$ cat src/rtl/core_ctrl_if.sv
// Host/core-side signal bundle for the core sequencing controller.
// The controller sits on the slave modport; the host or bench drives the master side.
interface core_ctrl_if;
  logic        start;
  logic        in_valid;
  logic        in_ready;
  logic        ofifo_valid;
  logic [18:0] inst;
  logic        busy;
  logic        done;

  modport master (
    output start, in_valid, ofifo_valid,
    input  in_ready, inst, busy, done
  );

  modport slave (
    input  start, in_valid, ofifo_valid,
    output in_ready, inst, busy, done
  );
endinterface

$ cat src/rtl/core_ctrl.sv
// Core run sequencer: loads Q and K vectors, preloads K into the array,
// executes the Q stream, then drains psum rows from the output FIFO into pmem.
//
//  state | meaning
//  IDLE  | waiting for start
//  WR_Q  | accept total_cycle Q vectors into qmem
//  WR_K  | accept col K vectors into kmem
//  LD_K  | stream col K vectors from kmem into the array
//  GAP   | one quiet cycle between load and execute
//  EXEC  | stream total_cycle Q vectors from qmem through the array
//  WR_P  | move total_cycle psum rows from the output FIFO into pmem
//  DONE  | one-cycle completion pulse
module core_ctrl #(
  parameter int col         = 8,
  parameter int total_cycle = 8
) (
  input  logic       clk,
  input  logic       reset,
  core_ctrl_if.slave bus
);

  typedef enum logic [2:0] {
    IDLE, WR_Q, WR_K, LD_K, GAP, EXEC, WR_P, DONE
  } state_t;

  localparam logic [3:0] COL_LAST = 4'(col - 1);
  localparam logic [3:0] TC_LAST  = 4'(total_cycle - 1);

  state_t     state, state_nxt;
  logic [3:0] cnt, cnt_nxt;

  logic       ofifo_rd, pmem_wr, kmem_wr, kmem_rd, qmem_wr, qmem_rd, execute, load;
  logic [3:0] pmem_add, qkmem_add;

  // State and phase counter; the counter doubles as the address of the current phase.
  always_ff @(posedge clk or negedge reset) begin
    if (!reset) begin
      state <= IDLE;
      cnt   <= 4'd0;
    end else begin
      state <= state_nxt;
      cnt   <= cnt_nxt;
    end
  end

  // Next-state, counter update and instruction decode. The last beat of a phase
  // clears cnt and changes state on the same edge, so no phase ever wraps.
  always_comb begin
    state_nxt    = state;
    cnt_nxt      = cnt;
    ofifo_rd     = 1'b0;
    pmem_wr      = 1'b0;
    kmem_wr      = 1'b0;
    kmem_rd      = 1'b0;
    qmem_wr      = 1'b0;
    qmem_rd      = 1'b0;
    execute      = 1'b0;
    load         = 1'b0;
    pmem_add     = 4'd0;
    qkmem_add    = 4'd0;
    bus.in_ready = 1'b0;
    bus.busy     = 1'b1;
    bus.done     = 1'b0;

    case (state)
      IDLE: begin
        bus.busy = 1'b0;
        if (bus.start) begin
          state_nxt = WR_Q;
          cnt_nxt   = 4'd0;
        end
      end
      WR_Q: begin
        bus.in_ready = 1'b1;
        if (bus.in_valid) begin
          qmem_wr   = 1'b1;
          qkmem_add = cnt;
          if (cnt == TC_LAST) begin
            state_nxt = WR_K;
            cnt_nxt   = 4'd0;
          end else begin
            cnt_nxt = cnt + 4'd1;
          end
        end
      end
      WR_K: begin
        bus.in_ready = 1'b1;
        if (bus.in_valid) begin
          kmem_wr   = 1'b1;
          qkmem_add = cnt;
          if (cnt == COL_LAST) begin
            state_nxt = LD_K;
            cnt_nxt   = 4'd0;
          end else begin
            cnt_nxt = cnt + 4'd1;
          end
        end
      end
      LD_K: begin
        kmem_rd   = 1'b1;
        load      = 1'b1;
        qkmem_add = cnt;
        if (cnt == COL_LAST) begin
          state_nxt = GAP;
          cnt_nxt   = 4'd0;
        end else begin
          cnt_nxt = cnt + 4'd1;
        end
      end
      GAP: begin
        state_nxt = EXEC;
        cnt_nxt   = 4'd0;
      end
      EXEC: begin
        qmem_rd   = 1'b1;
        execute   = 1'b1;
        qkmem_add = cnt;
        if (cnt == TC_LAST) begin
          state_nxt = WR_P;
          cnt_nxt   = 4'd0;
        end else begin
          cnt_nxt = cnt + 4'd1;
        end
      end
      WR_P: begin
        if (bus.ofifo_valid) begin
          ofifo_rd = 1'b1;
          pmem_wr  = 1'b1;
          pmem_add = cnt;
          if (cnt == TC_LAST) begin
            state_nxt = DONE;
            cnt_nxt   = 4'd0;
          end else begin
            cnt_nxt = cnt + 4'd1;
          end
        end
      end
      DONE: begin
        bus.done  = 1'b1;
        state_nxt = IDLE;
        cnt_nxt   = 4'd0;
      end
      default: begin
        state_nxt = IDLE;
        cnt_nxt   = 4'd0;
      end
    endcase
  end

  // pmem_rd (bit 6) is never used by this sequence.
  assign bus.inst = {2'b00, ofifo_rd, pmem_add, qkmem_add, pmem_wr, 1'b0,
                     kmem_wr, kmem_rd, qmem_wr, qmem_rd, execute, load};

endmodule

$ cat src/flat_wrapper.sv
// flat-port wrapper written by rule: the top's interface ports become plain ports
module core_ctrl_flat 
#(
  parameter int col         = 8,
  parameter int total_cycle = 8
)
  (clk, reset, bus_start, bus_in_valid, bus_ofifo_valid, bus_in_ready, bus_inst, bus_busy, bus_done);
  core_ctrl_if bus_i ();
  input  logic clk;
  input  logic reset;
  input wire logic [$bits(bus_i.start)-1:0] bus_start;
  input wire logic [$bits(bus_i.in_valid)-1:0] bus_in_valid;
  input wire logic [$bits(bus_i.ofifo_valid)-1:0] bus_ofifo_valid;
  output wire logic [$bits(bus_i.in_ready)-1:0] bus_in_ready;
  output wire logic [$bits(bus_i.inst)-1:0] bus_inst;
  output wire logic [$bits(bus_i.busy)-1:0] bus_busy;
  output wire logic [$bits(bus_i.done)-1:0] bus_done;
  assign bus_i.start = bus_start;
  assign bus_i.in_valid = bus_in_valid;
  assign bus_i.ofifo_valid = bus_ofifo_valid;
  assign bus_in_ready = bus_i.in_ready;
  assign bus_inst = bus_i.inst;
  assign bus_busy = bus_i.busy;
  assign bus_done = bus_i.done;
  core_ctrl #(.col(col), .total_cycle(total_cycle)) u_core (.clk(clk), .reset(reset), .bus(bus_i));
endmodule
$ cat config.mk
export PLATFORM = sky130hd
export DESIGN_NAME = core_ctrl_flat
export DESIGN_NICKNAME = d
export VERILOG_FILES = /design/src/rtl/core_ctrl_if.sv /design/src/rtl/core_ctrl.sv /design/src/flat_wrapper.sv
export SDC_FILE = /design/constraint.sdc
export NUM_CORES = 1
export LEC_CHECK = 0
export ABC_AREA = 1
export CAP_MARGIN = 20
export CORE_MARGIN = 5
export CORE_UTILIZATION = 38
export DETAILED_ROUTE_END_ITERATION = 16
export PLACE_DENSITY_LB_ADDON = 0.2
export SLEW_MARGIN = 20
export SYNTH_ARGS = -nofsm -noshare
export SYNTH_HDL_FRONTEND = slang
export SYNTH_SLANG_ARGS = --single-unit
$ cat constraint.sdc
create_clock -name clk -period 1.4 [get_ports clk]
set_clock_uncertainty 0.2 [all_clocks]
set_input_delay 0.14 -clock clk [delete_from_list [all_inputs] [get_ports clk]]
set_output_delay 0.14 -clock clk [all_outputs]
set_load 0.01 [all_outputs]
# Word-level counts from Yosys, hierarchy flattened
# Index checks and enable logic that the tools add are counted.
[totals] regBits=7 inputBits=5
[op_classes] n_addsub=1 n_eq_ne=18 n_mux=29 reduce_logical=6
[ops] op="4-bit two-way mux" n=7
[ops] op="3-bit two-way mux" n=9
[ops] op="3-bit case mux with 8 select lines" n=1
[ops] op="4-bit case mux with 5 select lines" n=1
[ops] op="3-bit == test (second input constant)" n=4
[ops] op="2-bit by 1-bit inequality test with 1-bit output (second input constant)" n=6
[ops] op="1-bit two-way mux" n=10
[ops] op="9-bit AND reduction" n=1
[ops] op="2-bit inequality test (second input constant)" n=4
[ops] op="4-bit case mux with 2 select lines" n=1
[ops] op="3-bit by 2-bit == test with 1-bit output (second input constant)" n=2
[ops] op="2-bit OR reduction" n=3
[ops] op="4-bit by 1-bit adder with 4-bit output (second input constant)" n=1
[ops] op="4-bit by 3-bit == test with 1-bit output (second input constant)" n=1
[ops] op="3-bit by 1-bit == test with 1-bit output (second input constant)" n=1
[ops] op="3-bit zero test" n=1
[ops] op="3-bit AND reduction" n=1

# Logic depth before layout (Yosys ltp)
# Gate-level depths: netlist (run 1).
[depth] depth_word=4 depth_mapped=9 ltp_nobuf=8

# Least setup slack after synthesis (run 1)
# Ideal clock, no wire load.
[synth_path] path_kind="register to register" start="reg u_core.state[1]" end="reg u_core.cnt[0]" setup_ns=0.121 t_arrival_ns=1.043 t_required_ns=1.079 path_slack_ns=0.035 path_stages_with_launch=8 period_less_slack_ns=1.365 cell_sequence="dfrtp_1 -> buf_6 -> nor2_2 -> nand3b_1 -> nand2_2 -> nor2_8 -> nand2_1 -> o21ai_1"
[synth_via] elab_chain_len=4 word_cells_on_any_way=16
[synth_rtl] item="start, declared" line_no="core_ctrl.sv:29" rtl="state_t state, state_nxt;"
[synth_rtl] item="start signal, assigned" line_no="core_ctrl.sv:41" rtl="state <= state_nxt;"
[synth_rtl] item="3-bit by 1-bit == test with 1-bit output or 3-bit by 2-bit == test with 1-bit output (tied branches)" line_no="core_ctrl.sv:65" rtl="case (state)"
[synth_rtl] item="2-bit OR reduction (no line)"
[synth_rtl] item="2-bit by 1-bit inequality test with 1-bit output (no line)"
[synth_rtl] item="3-bit AND reduction (no line)"
[synth_rtl] item="end signal, assigned" line_no="core_ctrl.sv:42" rtl="cnt <= cnt_nxt;"
[synth_rtl] item="end, declared" line_no="core_ctrl.sv:30" rtl="logic [3:0] cnt, cnt_nxt;"
# Several ways; a longest one is shown, not always the timed one.
# A chain may end at the register's enable or synchronous reset.

# Worst setup path in the final report (run 1)
[layout_path] start="reg u_core.state[1]" end="out bus_in_ready"
[layout_via] elab_chain_len=3 word_cells_on_any_way=4
[layout_rtl] item="3-bit by 1-bit == test with 1-bit output or 3-bit by 2-bit == test with 1-bit output (tied branches)" line_no="core_ctrl.sv:65"
[layout_rtl] item="2-bit OR reduction (no line) (*)"
[layout_rtl] item="1-bit two-way mux (*)" line_no="core_ctrl.sv:65"
[layout_rtl] item="end, declared" line_no="flat_wrapper.sv:14" rtl="output wire logic [$bits(bus_i.in_ready)-1:0] bus_in_ready;"
# Every way passes the cells marked *; elsewhere a longest branch is shown, timed or not.

==> results summary, run 1 <==
The run finished, with violations left. The final reports fail on setup timing. The signal on the critical path passes through inv_2 -> buf_6 -> nand2_2 -> nand2_2 -> nor2_1 -> buf_2.

Sorting the synthesized cells by area gives the leading types as dfrtp_1, buf_4, nand2_1. The number of global-route vias before repair came out at 832. The post-layout net count came out at 162. The number of antenna violations at the first check in global routing came out at 0. The worst setup path is captured at an output port. After detailed routing, the number of vias per cell comes to 4.51.

Setup slack on the worst reg-to-reg path comes out at -250 ps. The summed area of non-filler cells in the final layout came out at 1360 um2. The arrival time of the worst setup path came out at 1350 ps.

CTS built an H-tree with a depth of 1. The dominant cell type by count on the critical path is nand2_2. Fill cells in the final layout number 105.

The cell count of the worst reg-to-reg path is 9. The startpoint of the most critical setup path is u_core.state[1]. The gate count after technology mapping came out at 103. The routed wire length is 2420 um. After clock tree synthesis, the clock-pin slew on the worst setup and hold paths is 50 ps. The final critical path takes up 121% of the cycle. The fraction of synthesized cell area taken by the top area cell type is 25.8%. The sum of net half-perimeters after detailed placement came out at 1430 um. The slowest stage of the critical path is the dfrtp_2 cell. The remaining antenna violation count came out at 0.

The number of synthesis warnings is 0. The synthesis-to-finish area growth came out at 100%. In this run the static leakage power is 0.683 nW. Sequential elements use 25.8% of the synthesized area. The async set-or-reset flop fraction in the synthesized netlist is 100%. The number of top-level pins came out at 27. The layout cell share with drive strength beyond 1 is 63.2%. The first global-routing pass estimated 3420 um of wire. The wire length per cell came out at 13.4 um. The final-report max-slew violation count came out at 0. The cell chosen for the clock root is clkbuf_4. The worst register-to-register path begins at u_core.state[1]. The worst setup path is launched from a register. The number of enable-type register cells in the synthesized netlist came out at 0.

Entering global routing, the biggest net connects 8 pins. Max-cap violations in this run came to 0. The power per standard cell area came out at 2240 nW/um2.

The post-synthesis sequential element count is 7. After synthesis, the most frequently instantiated cells are nand2_1, nor2_1, inv_1. At the worst endpoint, the required time is 1060 ps. Of all nets on the critical path, the largest fanout is 6. Overall power consumption after layout is estimated at 3.04 mW. The endpoint identified for the worst register-to-register timing path is u_core.cnt[1]. The number of unique standard cell types used by synthesis is 22.

The cell area reported after detailed placement came out at 1020 um2. The final route contains 812 vias. Clock tree synthesis inserted a total of 3 buffers. The total grt overflow came out at 0. The core footprint is 1710 um2. The antenna diode count is 0. Setup violations remaining at the end of the flow were counted as 26.

The clock net sink count came out at 7. The final critical path time including I/O delays and setup came out at 1690 ps. The synthesized cell area is 678 um2. The chip height came out at 52.2 um. The post-route DRC violation count is 0.

Setup repair after global routing could not meet its margin everywhere. In this run the worst setup path terminates at bus_in_ready. The achievable clock frequency is 0.592 GHz. The mean instance size in the synthesized netlist came out at 6.58 um2. The deepest clock path buffer count is 2. The initial utilization of the core area, before any placement, comes to 39.7%. The final weighted congestion in routability-driven placement is 0.794. The DRC violation total after the first TritonRoute iteration came out at 10.

dfrtp_1 takes more of the synthesized area than any other cell. For this run, the total global-route usage over all layers was measured as 16.8%. The number of detailed-routing iterations run before antenna repair came out at 4.

The biggest cell delay along the critical path is 490 ps. TritonCTS built the clock tree. The die boundary width is 52.2 um. In this run the worst hold path is classified as register to register.

The final number of hold-violating endpoints came out at 0. The worst setup path is of the register to output port kind. Buffers placed on the I/O ports in this run total 23.

Among all cell types in the netlist, the one instantiated most often is nand2_1. The die outline area is 2730 um2. VDD sags by at most 0.00138 V. The clock latency on the worst-skew pair came out at 240 ps. In the synthesized netlist the dominant register cell turns out to be dfrtp_1.

The worst path setup slack after routing is -291 ps. After floorplanning, the core was divided into 15 placement rows.
## power breakdown
group | internal (mW) | switching (mW) | total (mW)
Clock | 0.108 | 0.0593 | 0.167
Combinational | 1.16 | 1.27 | 2.43
Sequential | 0.302 | 0.141 | 0.444
## layer usage
| metal | vias up | GRT usage, % | wire length, um |
|---|---|---|---|
| met5 | - | 0 | 0 |
| met4 | 0 | 7.66 | 6 |
| met3 | 2 | 1.99 | 109 |
| met2 | 22 | 32.0 | 1350 |
| met1 | 381 | 18.2 | 946 |
| li1 | 407 | - | - |
## state kept, by name (all words and copies together), names as in the netlist
signal        cells
u_core.cnt        4
u_core.state      3
## timing repair
action | 4_1_cts | 5_1_grt
gates cloned | 1 | 0
pin swaps | 8 | 16
hold buffers | 1 | 0
endpoints found under the setup margin | 26 | 26
buffers inserted | 10 | 3
resized for setup | 99 | 52
hold endpoints to repair | 7 | 0
## area by class of cell
cell class	count	area, um2	area share [%]
timing repair buffer	58	502	37.0
tap	25	31.3	2.30
multi-input combinational	69	544	40.1
clock buffer	4	26.3	1.94
inverter	17	76.3	5.62
sequential	7	178	13.1
## layout by cell type, fill, tap and decap left out, drive strengths merged, types with 3 or more instances in the layout
cell	synthesis	final
buf	13	52
clkbuf	0	5
clkdlybuf4s50	0	4
conb	1	3
dfrtp	7	7
inv	17	17
nand2	24	24
nand3	11	11
nor2	21	22
## worst max-delay path, delay by kind of cell (launching register included)
family	cells	cell delay (ps)
buf+inv	3	380
flops	1	490
simple gates	3	230
## kinds of logic after synthesis
kind of cell,after synthesis,synth area share (%)
buf+inv,30,24.0
fa+ha+maj,1,1.84
compound gates,2,1.47
other cells,1,0.553
simple gates,60,43.7
xor+xnor,2,2.58
flops,7,25.8
## stage by stage
step	utilization (%)	hold slack [ps]	instances	worst slack [ps]	TNS, ps
floorplan	-	-356	105	35.3	0
global route	79.5	301	180	-381	-7230
global placement	59.8	206	163	-526	-9190
finish	79.5	285	180	-291	-5420
detailed placement	59.8	209	163	-571	-9910
CTS	70.1	288	179	-285	-5340
## worst min path at each step
stage	from	to	slack, ps	cells past startpoint
6_report	u_core.cnt[3]	u_core.cnt[3]	280	2
5_1_grt	u_core.cnt[3]	u_core.cnt[3]	300	2
4_1_cts	u_core.cnt[3]	u_core.cnt[3]	290	2
3_5_place_dp	reset	u_core.cnt[1]	210	1
3_3_place_gp	reset	u_core.cnt[2]	210	1
2_1_floorplan	reset	u_core.cnt[0]	-360	0
Power figures use the tool's default switching activity.
==> run 2: changes to the inputs <==
Settings changed: SKIP_LAST_GASP set to 1.
==> run 2 against run 1 <==
Against the previous run: the run still ends with setup timing left; critical path depth unchanged; utilization up 1.8 points; non-clock buffer count up 4; sequential cell count unchanged; worst hold slack worse by 2.0 ps; critical path type unchanged; largest cell class is now buffers.
==> results summary, run 2 (synthesis results as in run 1) <==
In this run the number of H-tree levels came out at 1. The root buffer cell chosen for the clock tree is clkbuf_4. The chip height is 52.2 um.

The number of global-route vias before repair is 836. The TritonCTS buffer count came out at 3. The number of antenna diodes in the final layout is 0. The design internal power came out at 1.64 mW. Derived from the worst setup path, the maximum achievable clock frequency is 0.592 GHz.

The number of detailed-routing iterations run before antenna repair came out at 4. The initialized floorplan defines 15 standard-cell rows. The final-report max-slew violation count is 0. The count of placed standard cells including taps is 163. The combined global-route utilization of all metal layers came out at 16.9%. The synthesis-to-finish area growth came out at 105%. The worst path setup slack after routing is -289 ps. At the end of routability-driven placement, the weighted congestion stood at 0.794. The die covers 2730 um2.

Dividing the final minimum period by the clock period gives 121%. Data on the critical path arrives at its endpoint at 1350 ps. The flow ran to the end, but the final reports show violations. The maximum number of pins on one net before global-route repair is 8. The net switching power figure came out at 1.49 mW.

In the layout the commonest cells are buf_4, buf_6, nand2_1. The deepest clock path buffer count came out at 2. The post-route DRC violation count is 0.

The cell area reported after detailed placement is 1020 um2. The initial utilization of the core area, before any placement, comes to 39.7%. The clock latency on the worst-skew pair is 240 ps.

The remaining antenna violation count came out at 0. The min-delay analysis places its worst path in the category register to register. The most numerous cell type found on the critical path is nand2_2. Setup repair after global routing could not meet its margin everywhere. Measured in cells, the most critical reg-to-reg path has a length of 10.

Clock-pin slew was measured on the worst setup and hold paths at 50 ps. The number of antenna violations at the first check in global routing is 0. Leaving out filler cells and counting taps, the final layout contains 184. The register bank with the most flops is u_core.cnt. The register with the most flip-flops in the layout has 4 of them. For this design, the sink count on the clock tree is 7.

The final number of hold-violating endpoints is 0. The largest individual stage delay along the critical path comes from the cell dfrtp_2. The critical setup path kind is register to output port. The count of buffers added on input and output ports is 23. The total grt overflow came out at 0. Combinational logic burns 80.7% of the power.

The startpoint kind of the worst setup timing path is a register. The tool flagged a number of max-cap violations equal to 0. The number of stages on the worst setup path is 6. The summed area of non-filler cells in the final layout is 1390 um2.

The routed wire length came out at 2510 um. The layout cell share with drive strength beyond 1 came out at 63.5%. The wire-length estimate of the detail-placed layout is 1430 um. The largest registers in the layout are u_core.cnt (4), u_core.state (3). In this run, the number of DRC markers left after iteration 0 of detailed routing was 15. TritonCTS built the clock tree. The cell family with the largest share of critical-path delay is flip-flops.

In the final routed layout, each cell accounts on average for 13.6 um. In this run the static leakage power is 0.707 nW. The total power after layout came out at 3.13 mW.

IR analysis of the VDD net gives a maximum drop of 0.00141 V. Leaving out fill and tap cells, the most frequent cell in the layout is buf_4. The number of top-level pins came out at 27. The detailed router placed 835 vias in this run. In this run switching power makes up 47.6% of total power. The maximum fanout along the worst path is 6. The die boundary width is 52.2 um.

The sum of buffers and inverters on the critical path is 3. In the routed layout, each cell is associated on average with a via count of 4.54. The capturing element type of the critical path is an output port. The share of power burned in the clock network is 5.3%. After filler insertion, the fill cell instance count of the layout stands at 91. The biggest cell delay along the critical path is 490 ps. Data on the critical path is required at its endpoint by 1060 ps. The critical path goes through inv_2 -> buf_6 -> nand2_2 -> nand2_2 -> nor2_1 -> buf_2.

The power per standard cell area came out at 2260 nW/um2. The worst-case setup slack after placement is -571 ps. The core region is 1710 um2. The worst hold path stage count is 2. The global-route wire length before repair is 3460 um. The checks that failed: setup timing. The post-layout net count is 166. The final critical path time including I/O delays and setup came out at 1690 ps. The total of endpoints with negative setup slack in the final report came out at 26. The share of total power dissipated in sequential elements is 14.0%.
[run 2: final cells by class]
class / count / area [um2] / share of cell area [%]
inverter: 17 / 76.3 / 5.50
timing repair buffer: 62 / 539 / 38.9
tap: 25 / 31.3 / 2.25
clock buffer: 4 / 26.3 / 1.89
sequential: 7 / 178 / 12.8
multi-input combinational: 69 / 537 / 38.7
[run 2: power groups by stage]
stage	sequential [mW]	combinational, mW	clock (mW)
floorplan	0.368	0.954	0
global placement	0.395	1.61	0
detailed placement	0.400	1.64	0
CTS	0.420	1.97	0.177
global route	0.446	2.72	0.188
finish	0.438	2.53	0.167
[run 2: path summary, 6_finish.rpt]
kind,start,to,slack [ps]
max,u_core.state[1],bus_in_ready,-290
min,u_core.cnt[3],u_core.cnt[3],280
max reg2reg,u_core.state[0],u_core.cnt[2],-280
min reg2reg,u_core.cnt[3],u_core.cnt[3],280
max in group asynchronous,reset,u_core.state[1],260
min in group asynchronous,reset,u_core.cnt[3],490
[run 2: metal layers]
layer  up-vias  part of all wire [%]  global-route usage, %
met5         -                     0                      0
met4         0                   1.5                   7.23
met3         4                   5.2                   1.14
met2        29                    53                   32.6
met1       385                    41                   18.8
li1        417                     -                      -
[run 2: repair_timing]
| item | 4_1_cts | 5_1_grt |
|---|---|---|
| pin swaps | 8 | 21 |
| endpoints found under the setup margin | 26 | 26 |
| cloned | 1 | 0 |
| buffers inserted | 10 | 6 |
| endpoints found under the hold margin | 7 | 0 |
| hold buffers | 1 | 0 |
| resized for setup | 97 | 53 |
[run 2: worst reg2reg max path: stages (launching register included)]
cell	delay [ps]
dfrtp_1	410
buf_6	150
buf_6	110
nor2_4	120
buf_6	120
nor2_4	50
buf_6	120
nor2_8	130
inv_2	60
nand2_1	50
nand2_1	50
[run 2: metrics by stage]
| stage | TNS (ps) | hold WS (ps) | utilization, % |
|---|---|---|---|
| finish | -5770 | 283 | 81.2 |
| global route | -7570 | 302 | 81.2 |
| CTS | -5460 | 288 | 69.6 |
| detailed placement | -9910 | 209 | 59.8 |
| global placement | -9190 | 206 | 59.8 |
| floorplan | 0 | -356 | - |
